## config.mk

```make
export PLATFORM = sky130hd
export DESIGN_NAME = display_output_stage
export DESIGN_NICKNAME = d
export VERILOG_FILES = /design/src/rtl/display_output_stage.sv
export SDC_FILE = /design/constraint.sdc
export NUM_CORES = 1
export LEC_CHECK = 0
export CAP_MARGIN = 20
export CELL_PAD_IN_SITES_DETAIL_PLACEMENT = 1
export CELL_PAD_IN_SITES_GLOBAL_PLACEMENT = 2
export CORE_UTILIZATION = 23
export DETAILED_ROUTE_END_ITERATION = 8
export PLACE_DENSITY_LB_ADDON = 0.1
export SYNTH_ARGS = -nofsm -noshare
export SYNTH_HDL_FRONTEND = slang
export SYNTH_SLANG_ARGS = --single-unit
```

## constraint.sdc

```tcl
create_clock -name i_pix_clk -period 5.4 [get_ports i_pix_clk]
set_input_delay 0.54 -clock i_pix_clk [delete_from_list [all_inputs] [get_ports i_pix_clk]]
set_output_delay 0.54 -clock i_pix_clk [all_outputs]
set_load 0.05 [all_outputs]
```

## src/rtl/display_output_stage.sv

```systemverilog
// Colour-depth reduction (truncate / round / 2x2 Bayer dither) and sync/DE
// alignment pipeline sitting between the timing generator and the pins.
module display_output_stage #(
    parameter int IN_DEPTH  = 8,
    parameter int OUT_DEPTH = 4,
    parameter int LATENCY   = 2,
    parameter int H_POL     = 0,
    parameter int V_POL     = 0,
    parameter int TEMPORAL  = 1
) (
    input  logic                 i_pix_clk,
    input  logic                 i_rst,
    input  logic                 i_hs,
    input  logic                 i_vs,
    input  logic                 i_de,
    input  logic                 i_frame,
    input  logic [15:0]          i_sx,
    input  logic [15:0]          i_sy,
    input  logic [IN_DEPTH-1:0]  i_red,
    input  logic [IN_DEPTH-1:0]  i_green,
    input  logic [IN_DEPTH-1:0]  i_blue,
    input  logic [1:0]           i_mode,
    output logic                 o_hs,
    output logic                 o_vs,
    output logic                 o_de,
    output logic [OUT_DEPTH-1:0] o_red,
    output logic [OUT_DEPTH-1:0] o_green,
    output logic [OUT_DEPTH-1:0] o_blue,
    output logic [1:0]           o_mode
);

    localparam int S = IN_DEPTH - OUT_DEPTH;
    localparam int W = 5 + 3 * OUT_DEPTH;
    localparam logic [OUT_DEPTH:0]  MAX       = {1'b0, {OUT_DEPTH{1'b1}}};
    localparam logic [IN_DEPTH:0]   ROUND_ADD = {{IN_DEPTH{1'b0}}, 1'b1} << (S - 1);
    localparam logic                HS_IDLE   = (H_POL == 0) ? 1'b1 : 1'b0;
    localparam logic                VS_IDLE   = (V_POL == 0) ? 1'b1 : 1'b0;
    localparam logic [W-1:0]        PIPE_IDLE = {HS_IDLE, VS_IDLE, {(W-2){1'b0}}};

    typedef enum logic [1:0] {
        MODE_TRUNC  = 2'd0,
        MODE_ROUND  = 2'd1,
        MODE_DITHER = 2'd2,
        MODE_RSVD   = 2'd3
    } mode_e;

    // Sums carry one extra bit so the saturation test sees the overflow.
    function automatic logic [OUT_DEPTH-1:0] reduce_chan(
        input logic [IN_DEPTH-1:0] c,
        input mode_e               m,
        input logic [1:0]          t
    );
        logic [IN_DEPTH:0]  add;
        logic [IN_DEPTH:0]  sum;
        logic [OUT_DEPTH:0] q;
        case (m)
            MODE_ROUND:  add = ROUND_ADD;
            MODE_DITHER: add = {{(IN_DEPTH-1){1'b0}}, t} << (S - 2);
            default:     add = '0;
        endcase
        sum = {1'b0, c} + add;
        q   = sum[IN_DEPTH:S];
        return (q > MAX) ? MAX[OUT_DEPTH-1:0] : q[OUT_DEPTH-1:0];
    endfunction

    mode_e             mode_q, mode_d;
    logic [1:0]        fc_q, fc_d;
    logic [1:0]        idx;
    logic [1:0]        thr;
    logic [W-1:0]      pipe_d;
    logic [W-1:0]      pipe_q [LATENCY];
    logic [IN_DEPTH-1:0]  chan_in  [3];
    logic [OUT_DEPTH-1:0] chan_out [3];

    wire unused_coord = ^{i_sx[15:1], i_sy[15:1]};

    assign chan_in[0] = i_red;
    assign chan_in[1] = i_green;
    assign chan_in[2] = i_blue;

    // The strobe pixel already uses the new mode but still the old frame count.
    always_comb begin
        mode_d = mode_q;
        fc_d   = fc_q;
        if (i_frame) begin
            mode_d = (i_mode == MODE_RSVD) ? MODE_TRUNC : mode_e'(i_mode);
            fc_d   = fc_q + 2'd1;
        end
        idx = {i_sy[0], i_sx[0]} ^ ((TEMPORAL != 0) ? fc_q : 2'b00);
        case (idx)
            2'd0:    thr = 2'd0;
            2'd1:    thr = 2'd2;
            2'd2:    thr = 2'd3;
            default: thr = 2'd1;
        endcase
    end

    generate
        for (genvar gi = 0; gi < 3; gi++) begin : g_chan
            assign chan_out[gi] = reduce_chan(chan_in[gi], mode_d, thr);
        end
    endgenerate

    // Blanking is folded into stage 1 because colour and DE travel together.
    always_comb begin
        pipe_d = {i_hs, i_vs, i_de, mode_d, {(3*OUT_DEPTH){1'b0}}};
        if (i_de) begin
            pipe_d[3*OUT_DEPTH-1:0] = {chan_out[0], chan_out[1], chan_out[2]};
        end
    end

    always_ff @(posedge i_pix_clk) begin
        if (i_rst) begin
            mode_q <= MODE_TRUNC;
            fc_q   <= 2'd0;
            for (int i = 0; i < LATENCY; i++) begin
                pipe_q[i] <= PIPE_IDLE;
            end
        end else begin
            mode_q    <= mode_d;
            fc_q      <= fc_d;
            pipe_q[0] <= pipe_d;
            for (int i = 1; i < LATENCY; i++) begin
                pipe_q[i] <= pipe_q[i-1];
            end
        end
    end

    assign o_hs    = pipe_q[LATENCY-1][W-1];
    assign o_vs    = pipe_q[LATENCY-1][W-2];
    assign o_de    = pipe_q[LATENCY-1][W-3];
    assign o_mode  = pipe_q[LATENCY-1][W-4:W-5];
    assign o_red   = pipe_q[LATENCY-1][3*OUT_DEPTH-1 -: OUT_DEPTH];
    assign o_green = pipe_q[LATENCY-1][2*OUT_DEPTH-1 -: OUT_DEPTH];
    assign o_blue  = pipe_q[LATENCY-1][OUT_DEPTH-1:0];

endmodule

```

==> flow_summary.json, run 1 <==
{
  "postCtsHoldBufs": 0,
  "route.detailed.drc": 7,
  "area_growth_pct": 33.36,
  "die_h_um": 83.97,
  "required_ps": 5570,
  "critPathTopFamily": "compound AO/OA/AOI/OAI gates",
  "critPathKind": "in -> reg",
  "yosysWarnings": 0,
  "wl_per_cell_um": 12.13,
  "finClkSkew_ps": 6.714,
  "layout.nets": 263,
  "antenna_found_initial": 0,
  "synthFlopType": "dfxtp_1",
  "switchingPower_uw": 150.5,
  "synth-seq-cells": 36,
  "tritoncts": "yes",
  "core-area_um2": 6422,
  "routabilityCongestion": 0.6858,
  "sequentialPowerShare_pct": 50.1,
  "synth-edff-count": 0,
  "max_freq_mhz": 326.9,
  "grt_pass1_wl_um": 5761,
  "start_kind": "input pin",
  "hold_viol": 0,
  "grt_max_degree": 25,
  "grt_pass1_vias": 1257,
  "path_clk_slew_ps": 80,
  "path_cells": "clkdlybuf4s50_1 > inv_1 > nor3b_1 > a21oi_1 > inv_1 > ha_1 > or2b_2 > a211oi_1 > o21ai_0 > o311a_2",
  "cp.arrival_ps": 3230,
  "setup_viol": 0,
  "status": "finished, violations left",
  "gr-total-overflow": 0,
  "insertion_delay_ps": 280,
  "netSwitchingFraction_pct": 26.94,
  "dp_hpwl_um": 2495,
  "layout-drive-gt1-share_pct": 12.12,
  "synth_common_cells": "36 x dfxtp_1, 16 x nor2b_1, 14 x buf_4",
  "rsz0062_at_grt": "no",
  "relSlewSlack_pct": 64.22,
  "die_w_um": 83.97,
  "vias": 1224,
  "cts-root-buf": "clkbuf_8",
  "dr.first_iter.drc_count": 29,
  "min_period_over_period_pct": 56.65,
  "path_buf_inv": 3,
  "numCtsBuffers": 5,
  "cts_max_level": 2,
  "syn_inst": 162,
  "post-route-min-period_ps": 3059,
  "comb_power_share_pct": 16.1,
  "max_cap_violations": 0,
  "fin_setup_tns_ps": 0,
  "yosys.cell_types.count": 34,
  "synth_area_leaders": "dfxtp_1 47%, buf_4 6.8%, nor2b_1 6.5%",
  "irDropWorstVdd_v": 0.00008566,
  "powerDensity_nw_per_um2": 271.0,
  "start_util_pct": 24.06,
  "clockBufferDepth": 2,
  "ctsResizeCount": 0,
  "grt.total_usage_pct": 10.39,
  "yosys.area.top_type": "dfxtp_1",
  "placementRows": 29,
  "num_io_pins": 81,
  "crit_path_frequent_cell": "inv_1",
  "syn-num-nets": 228,
  "hold_path_class": "reg -> reg",
  "clkPwrFrac_pct": 33.7,
  "p_int_uw": 408.0,
  "portBuffers": 44,
  "violations": "DRC",
  "die_area_um2": 7050,
  "synth.most_common_cell": "dfxtp_1",
  "worst_slew_pin_slew_ps": 536.6,
  "diodes": 0,
  "ys_seq_area_share_pct": 46.64,
  "timing_max_transition_violations_final": 0,
  "cp_max_fo": 6,
  "placedCellCount": 267,
  "slowest_delay_ps": 490,
  "dr.pass1.iters": 6,
  "synth_top_area_share_pct": 46.64,
  "synth-async-reset-ratio_pct": 0,
  "routed_wl_um": 3335,
  "syn_avg_cell_area_um2": 9.538,
  "slowest_stage": "clkdlybuf4s50_1",
  "syn-cell-area_um2": 1545,
  "detail-route-antenna-nets": 0,
  "cts_setup_buffers": 0,
  "clock_sinks": 36,
  "leakagePower_nw": 0.7674,
  "finalNonFillerCells": 275,
  "whs_ps": 414.8,
  "viasPerCell": 4.451,
  "cp-end-kind": "flip-flop"
}
placed cells by master (no fill, tap or decap), types with 4 or more instances in the layout:
cell type / count
a21oi_1: 4
clkbuf_8: 5
clkdlybuf4s50_1: 44
dfxtp_1: 36
inv_1: 8
nand2_1: 12
nor2_1: 7
nor2b_1: 16
nor3_1: 5
o21a_1: 4
o21ai_0: 8
o21bai_1: 4
o311a_2: 4
or2_2: 4
layout make-up:
cell class | instances | area (um2)
fill | 747 | 4362
tap | 77 | 96.34
inverter | 8 | 30.03
timing repair buffer | 45 | 447.9
clock inverter | 3 | 18.77
sequential | 36 | 720.7
clock buffer | 5 | 68.82
multi-input combinational | 101 | 678.2
final timing paths:
path / startpoint / to / slack [ps] / cells past startpoint
max: i_frame / pipe_q[0][5] / 2340 / 10
min: pipe_q[0][15] / pipe_q[0][32] / 410 / 1
max reg2reg: pipe_q[0][13] / pipe_q[0][5] / 2950 / 7
min reg2reg: pipe_q[0][15] / pipe_q[0][32] / 410 / 1
power by group through the flow:
stage / sequential, mW / combinational, mW / clock [mW]
floorplan: 0.289 / 0.0512 / 0
global route: 0.281 / 0.0992 / 0.214
finish: 0.280 / 0.0902 / 0.188
detailed placement: 0.286 / 0.0909 / 0
global placement: 0.286 / 0.0889 / 0
CTS: 0.280 / 0.0917 / 0.200
cell families after synthesis:
family                   Yosys count  synth area share [%]
AND/OR/NAND/NOR                   61                 22.75
flip-flops                        36                 46.64
adder cells (fa/ha/maj)            2                 1.619
multiplexers                       2                 1.296
AO/OA/AOI/OAI                     31                 14.41
buffers and inverters             25                 9.474
XOR/XNOR                           5                 3.807
layer usage:
layer | up-vias | global-route usage (%) | wire [um]
met2 | 35 | 16.99 | 1566
met4 | 0 | 5.016 | 44
met5 | - | 0 | 0
met1 | 574 | 11.89 | 1481
li1 | 611 | - | -
met3 | 4 | 3.956 | 243
flip-flops by register name (all words and copies together) (netlist names):
signal / flops
fc_q: 2
mode_q: 1
pipe_q: 33
stage by stage:
stage               setup WS [ps]  total power, mW  instance area [um2]  util, %
floorplan                    2894           0.3398                 1545        -
global placement             2071           0.3749                 1973    30.72
detailed placement           1988           0.3774                 1973    30.72
CTS                          2289           0.5721                 2061    32.09
global route                 2040           0.5938                 2061    32.09
finish                       2341           0.5585                 2061    32.09
Note: power is estimated with default switching activity, not from simulation.
==> run 2: changes to the inputs <==
--- a/config.mk
+++ b/config.mk
@@ -8,7 +8,7 @@
 export CAP_MARGIN = 20
 export CELL_PAD_IN_SITES_DETAIL_PLACEMENT = 1
 export CELL_PAD_IN_SITES_GLOBAL_PLACEMENT = 2
-export CORE_UTILIZATION = 23
+export CORE_UTILIZATION = 22
 export DETAILED_ROUTE_END_ITERATION = 8
 export PLACE_DENSITY_LB_ADDON = 0.1
 export SYNTH_ARGS = -nofsm -noshare
==> constraint.sdc (replaced) <==
create_clock -name i_pix_clk -period 3.03 [get_ports i_pix_clk]
set_input_delay 0.303 -clock i_pix_clk [delete_from_list [all_inputs] [get_ports i_pix_clk]]
set_output_delay 0.303 -clock i_pix_clk [all_outputs]
set_load 0.05 [all_outputs]
==> flow_summary.json, run 2 (same netlist as run 1, synthesis figures left out) <==
{
  "viasPerCell": 4.114,
  "utilization_pct": 31.01,
  "route.detailed.drc": 0,
  "hold_viol": 0,
  "worst_slew_pin_slew_ps": 516.2,
  "cp_max_fo": 6,
  "clockBufferDepth": 2,
  "startpoint": "i_frame",
  "dp_hpwl_um": 2520,
  "timing_max_transition_violations_final": 0,
  "grt_pass1_wl_um": 5485,
  "routed_wl_um": 3330,
  "max_cap_violations": 0,
  "die_area_um2": 7363,
  "dr.pass1.iters": 4,
  "design_area_um2": 2107,
  "cts_setup_buffers": 0,
  "postCtsHoldBufs": 0,
  "relSlewSlack_pct": 65.22,
  "ctsResizeCount": 0,
  "gr-total-overflow": 0,
  "irDropWorstVdd_v": 0.0001337,
  "leakagePower_nw": 0.7810,
  "wl_per_cell_um": 11.21,
  "placementRows": 30,
  "final_cell_mix": "44 x clkdlybuf4s50_1, 36 x dfxtp_1, 16 x nor2b_1",
  "portBuffers": 44,
  "placed_cell_area_um2": 2019,
  "r2r_start": "mode_q[0]",
  "insertion_delay_ps": 290,
  "cp-end-kind": "flip-flop",
  "final_common_cell": "clkdlybuf4s50_1",
  "fin_setup_tns_ps": 0,
  "detail-route-antenna-nets": 0,
  "core-area_um2": 6794,
  "die_w_um": 85.81,
  "min_period_over_period_pct": 89.55,
  "layout.nets": 266,
  "grt_pass1_vias": 1196,
  "clock_sinks": 36,
  "dr.first_iter.drc_count": 22,
  "max_freq_mhz": 368.6,
  "r2r_end": "pipe_q[0][5]",
  "vias": 1222,
  "r2r_slack_ps": 630,
  "cp-endpoint": "pipe_q[0][5]",
  "cts-root-buf": "clkbuf_8",
  "largest_reg_flops": 33,
  "tritoncts": "yes",
  "diodes": 0,
  "antenna_found_initial": 0,
  "finClkSkew_ps": 3.926,
  "area_growth_pct": 36.36,
  "required_ps": 3210,
  "path_clk_slew_ps": 70,
  "grt_max_degree": 25,
  "critPathKind": "in -> reg",
  "layout-drive-gt1-share_pct": 13.43,
  "numCtsBuffers": 5,
  "start_kind": "input pin",
  "dp_slack_ps": 11.15,
  "finalWorstSetupSlack_ps": 316.8,
  "hold_path_class": "reg -> reg",
  "die_h_um": 85.81,
  "cp.arrival_ps": 2890,
  "setup_viol": 0,
  "status": "complete, no violations",
  "routabilityCongestion": 0.7429,
  "top_register": "pipe_q",
  "cts_max_level": 2,
  "rsz0062_at_grt": "no",
  "num_io_pins": 81,
  "grt.total_usage_pct": 9.853,
  "powerDensity_nw_per_um2": 472.8,
  "reg2reg_depth": 6,
  "start_util_pct": 22.74,
  "reg_top3": "pipe_q: 33 flops, fc_q: 2 flops, mode_q: 1 flops",
  "post-route-min-period_ps": 2713
}
==> run 2: cell type report <==
type	instances	area (um2)
timing repair buffer	48	470.5
sequential	36	720.7
inverter	8	30.03
clock inverter	3	18.77
clock buffer	5	68.82
multi-input combinational	101	678.2
fill	760	4687
tap	96	120.1
==> run 2: power breakdown <==
group / leakage [nW] / switching, mW / internal, mW
Sequential: 0.295 / 0.00708 / 0.492
Clock: 0.0479 / 0.173 / 0.160
Combinational: 0.438 / 0.0856 / 0.0782
Total: 0.781 / 0.266 / 0.730
==> run 2: worst min-delay path by stage <==
stage	from	to	cells past startpoint
after floorplan	i_rst	pipe_q[0][17]	1
after global placement	pipe_q[0][16]	pipe_q[0][33]	1
after detailed placement	pipe_q[0][16]	pipe_q[0][33]	1
after CTS	pipe_q[0][16]	pipe_q[0][33]	1
after global routing	pipe_q[0][16]	pipe_q[0][33]	1
final	pipe_q[0][16]	pipe_q[0][33]	1
==> run 2: worst max-delay path, cell delays in order <==
cell             delay [ps]
clkdlybuf4s50_1         510
inv_1                    80
nor3b_1                 210
a21oi_1                  80
inv_1                    60
ha_1                    220
or2b_2                  340
a211oi_1                390
o21ai_0                 270
o311a_2                 420
==> run 2: stage by stage <==
stage	instances	hold slack [ps]	total power [mW]
after floorplan	162	374.6	0.6055
after global placement	289	392.6	0.6725
after detailed placement	289	398.5	0.6759
after CTS	297	416.4	1.020
after global routing	297	426.7	1.060
final	297	412.0	0.9962
==> run 2: routing by layer <==
metal	global-route usage [%]	vias up	wire, um
met1	11.27	575	1547
met2	16.36	28	1554
met3	3.369	7	153
met5	0	-	0
li1	-	612	-
met4	5.000	0	74
==> run 3: changes to the inputs <==
--- a/config.mk
+++ b/config.mk
@@ -9,8 +9,9 @@
 export CELL_PAD_IN_SITES_DETAIL_PLACEMENT = 1
 export CELL_PAD_IN_SITES_GLOBAL_PLACEMENT = 2
 export CORE_UTILIZATION = 22
+export CTS_CLUSTER_SIZE = 25
 export DETAILED_ROUTE_END_ITERATION = 8
-export PLACE_DENSITY_LB_ADDON = 0.1
+export PLACE_DENSITY = 0.8
 export SYNTH_ARGS = -nofsm -noshare
 export SYNTH_HDL_FRONTEND = slang
 export SYNTH_SLANG_ARGS = --single-unit
==> flow_summary.json, run 3 (same netlist as run 1, synthesis figures left out) <==
{
  "max_freq_mhz": 384.5,
  "seq_area_um2": 720.7,
  "min_path_cells": 1,
  "postCtsHoldBufs": 0,
  "antenna_found_initial": 0,
  "grt_pass1_wl_um": 5437,
  "clock_sinks": 36,
  "dr.first_iter.drc_count": 12,
  "powerDensity_nw_per_um2": 501.5,
  "p_total_mw": 1.078,
  "ctsResizeCount": 0,
  "cts_max_level": 2,
  "layout-drive-gt1-share_pct": 14.22,
  "cp_max_fo": 4,
  "cp-end-kind": "flip-flop",
  "hold_viol": 0,
  "setup_viol": 0,
  "post-route-min-period_ps": 2601,
  "die_w_um": 85.81,
  "reg2reg_depth": 10,
  "fin_setup_tns_ps": 0,
  "grt_pass1_vias": 1241,
  "timing_max_transition_violations_final": 0,
  "utilization_pct": 31.64,
  "core-area_um2": 6794,
  "hold_start": "pipe_q[0][16]",
  "detail-route-antenna-nets": 0,
  "top_register": "pipe_q",
  "num_io_pins": 81,
  "routabilityCongestion": 0.7160,
  "die_h_um": 85.81,
  "path_clk_slew_ps": 70,
  "wl_per_cell_um": 10.45,
  "clockBufferDepth": 2,
  "min_period_over_period_pct": 85.84,
  "grt_max_degree": 25,
  "numCtsBuffers": 5,
  "cp.arrival_ps": 2830,
  "vias": 1227,
  "critPathKind": "in -> reg",
  "cts_setup_buffers": 0,
  "die_area_um2": 7363,
  "portBuffers": 44,
  "comb_power_share_pct": 15.3,
  "routed_wl_um": 3136,
  "fillers": 783,
  "finClkSkew_ps": 7.574,
  "final_cell_mix": "44 x clkdlybuf4s50_1, 36 x dfxtp_1, 16 x nor2b_1",
  "viasPerCell": 4.090,
  "placementRows": 30,
  "r2r_end": "pipe_q[0][5]",
  "rsz0062_at_grt": "no",
  "layout.nets": 269,
  "irDropWorstVdd_v": 0.0001374,
  "status": "complete, no violations",
  "insertion_delay_ps": 290,
  "switchingPower_uw": 262.2,
  "r2r_start": "pipe_q[0][13]",
  "grt.total_usage_pct": 9.695,
  "area_growth_pct": 39.11,
  "reg_top3": "pipe_q: 33 flops, fc_q: 2 flops, mode_q: 1 flops",
  "required_ps": 3260,
  "start_kind": "input pin",
  "multiInputGateArea_um2": 678.2,
  "tritoncts": "yes",
  "holdPathEnd": "pipe_q[0][33]",
  "dr.pass1.iters": 2,
  "sequentialPowerShare_pct": 46.3,
  "route.detailed.drc": 0,
  "worst_slew_pin_slew_ps": 505.4,
  "hold_path_class": "reg -> reg",
  "relSlewSlack_pct": 66.31,
  "r2r_slack_ps": 740,
  "largest_reg_flops": 33,
  "dp_hpwl_um": 2378,
  "leakagePower_nw": 0.8025,
  "cts-root-buf": "clkbuf_8",
  "max_cap_violations": 0,
  "p_int_uw": 815.8,
  "gr-total-overflow": 0,
  "diodes": 0,
  "start_util_pct": 22.74,
  "final_common_cell": "clkdlybuf4s50_1",
  "netSwitchingFraction_pct": 24.32,
  "clkPwrFrac_pct": 38.4
}
## run 3: cell types whose count changed in the layout (fill, tap and decap cells not counted)
cell / change
buf_4: +3
bufinv_16: +1
clkbuf_1: +1
clkinv_2: -1
clkinv_4: -1
## run 3: area by class of cell
| type | count | area share [%] |
|---|---|---|
| Sequential cell | 36 | 33.53 |
| Multi-Input combinational cell | 101 | 31.55 |
| Timing Repair Buffer | 51 | 22.93 |
| Tap cell | 96 | 5.588 |
| Clock buffer | 6 | 3.376 |
| Clock inverter | 2 | 1.630 |
| Inverter | 8 | 1.397 |
## run 3: how the worst max path moves through the flow
stage                        end       from  depth (start not counted)  slack [ps]
floorplan           pipe_q[0][5]  i_mode[1]                          8         760
global placement    pipe_q[0][9]    i_frame                         10          90
detailed placement  pipe_q[0][5]    i_frame                         13          90
CTS                 pipe_q[0][5]    i_frame                         13         390
global route        pipe_q[0][7]    i_frame                         13         190
finish              pipe_q[0][5]    i_frame                         13         430
## run 3: power groups by stage
| stage | clock, mW | sequential (mW) | combinational, mW |
|---|---|---|---|
| 6_report | 0.414 | 0.499 | 0.165 |
| 5_1_grt | 0.456 | 0.501 | 0.181 |
| 4_1_cts | 0.429 | 0.499 | 0.168 |
| 3_5_place_dp | 0 | 0.510 | 0.167 |
| 3_3_place_gp | 0 | 0.509 | 0.164 |
| 2_1_floorplan | 0 | 0.514 | 0.0913 |
## run 3: worst max-delay path, cell delays in order
cell and delay (ps):
clkdlybuf4s50_1 500, inv_1 70, nor3b_1 210, a21oi_1 90
inv_1 60, ha_1 230, or2b_2 330, a211oi_1 280
buf_4 160, o21ai_0 130, buf_4 180, o21bai_1 110
o311a_2 180
## run 3: routing by layer
metal / global-route usage [%] / part of all wire, % / vias to the layer above
li1: - / - / 614
met1: 10.69 / 46 / 577
met2: 16.87 / 48 / 29
met3: 2.887 / 3.5 / 7
met4: 5.000 / 2.5 / 0
met5: 0 / 0 / -
## run 3: stage by stage
stage / setup WS, ps / instance area [um2] / instances / hold WS [ps]
after detailed placement: 94.55 / 2042 / 292 / 397.2
after global routing: 189.3 / 2150 / 300 / 429.8
after floorplan: 761.5 / 1545 / 162 / 374.6
after CTS: 386.0 / 2150 / 300 / 414.8
final: 429.0 / 2150 / 300 / 410.4
after global placement: 86.65 / 2042 / 292 / 396.4
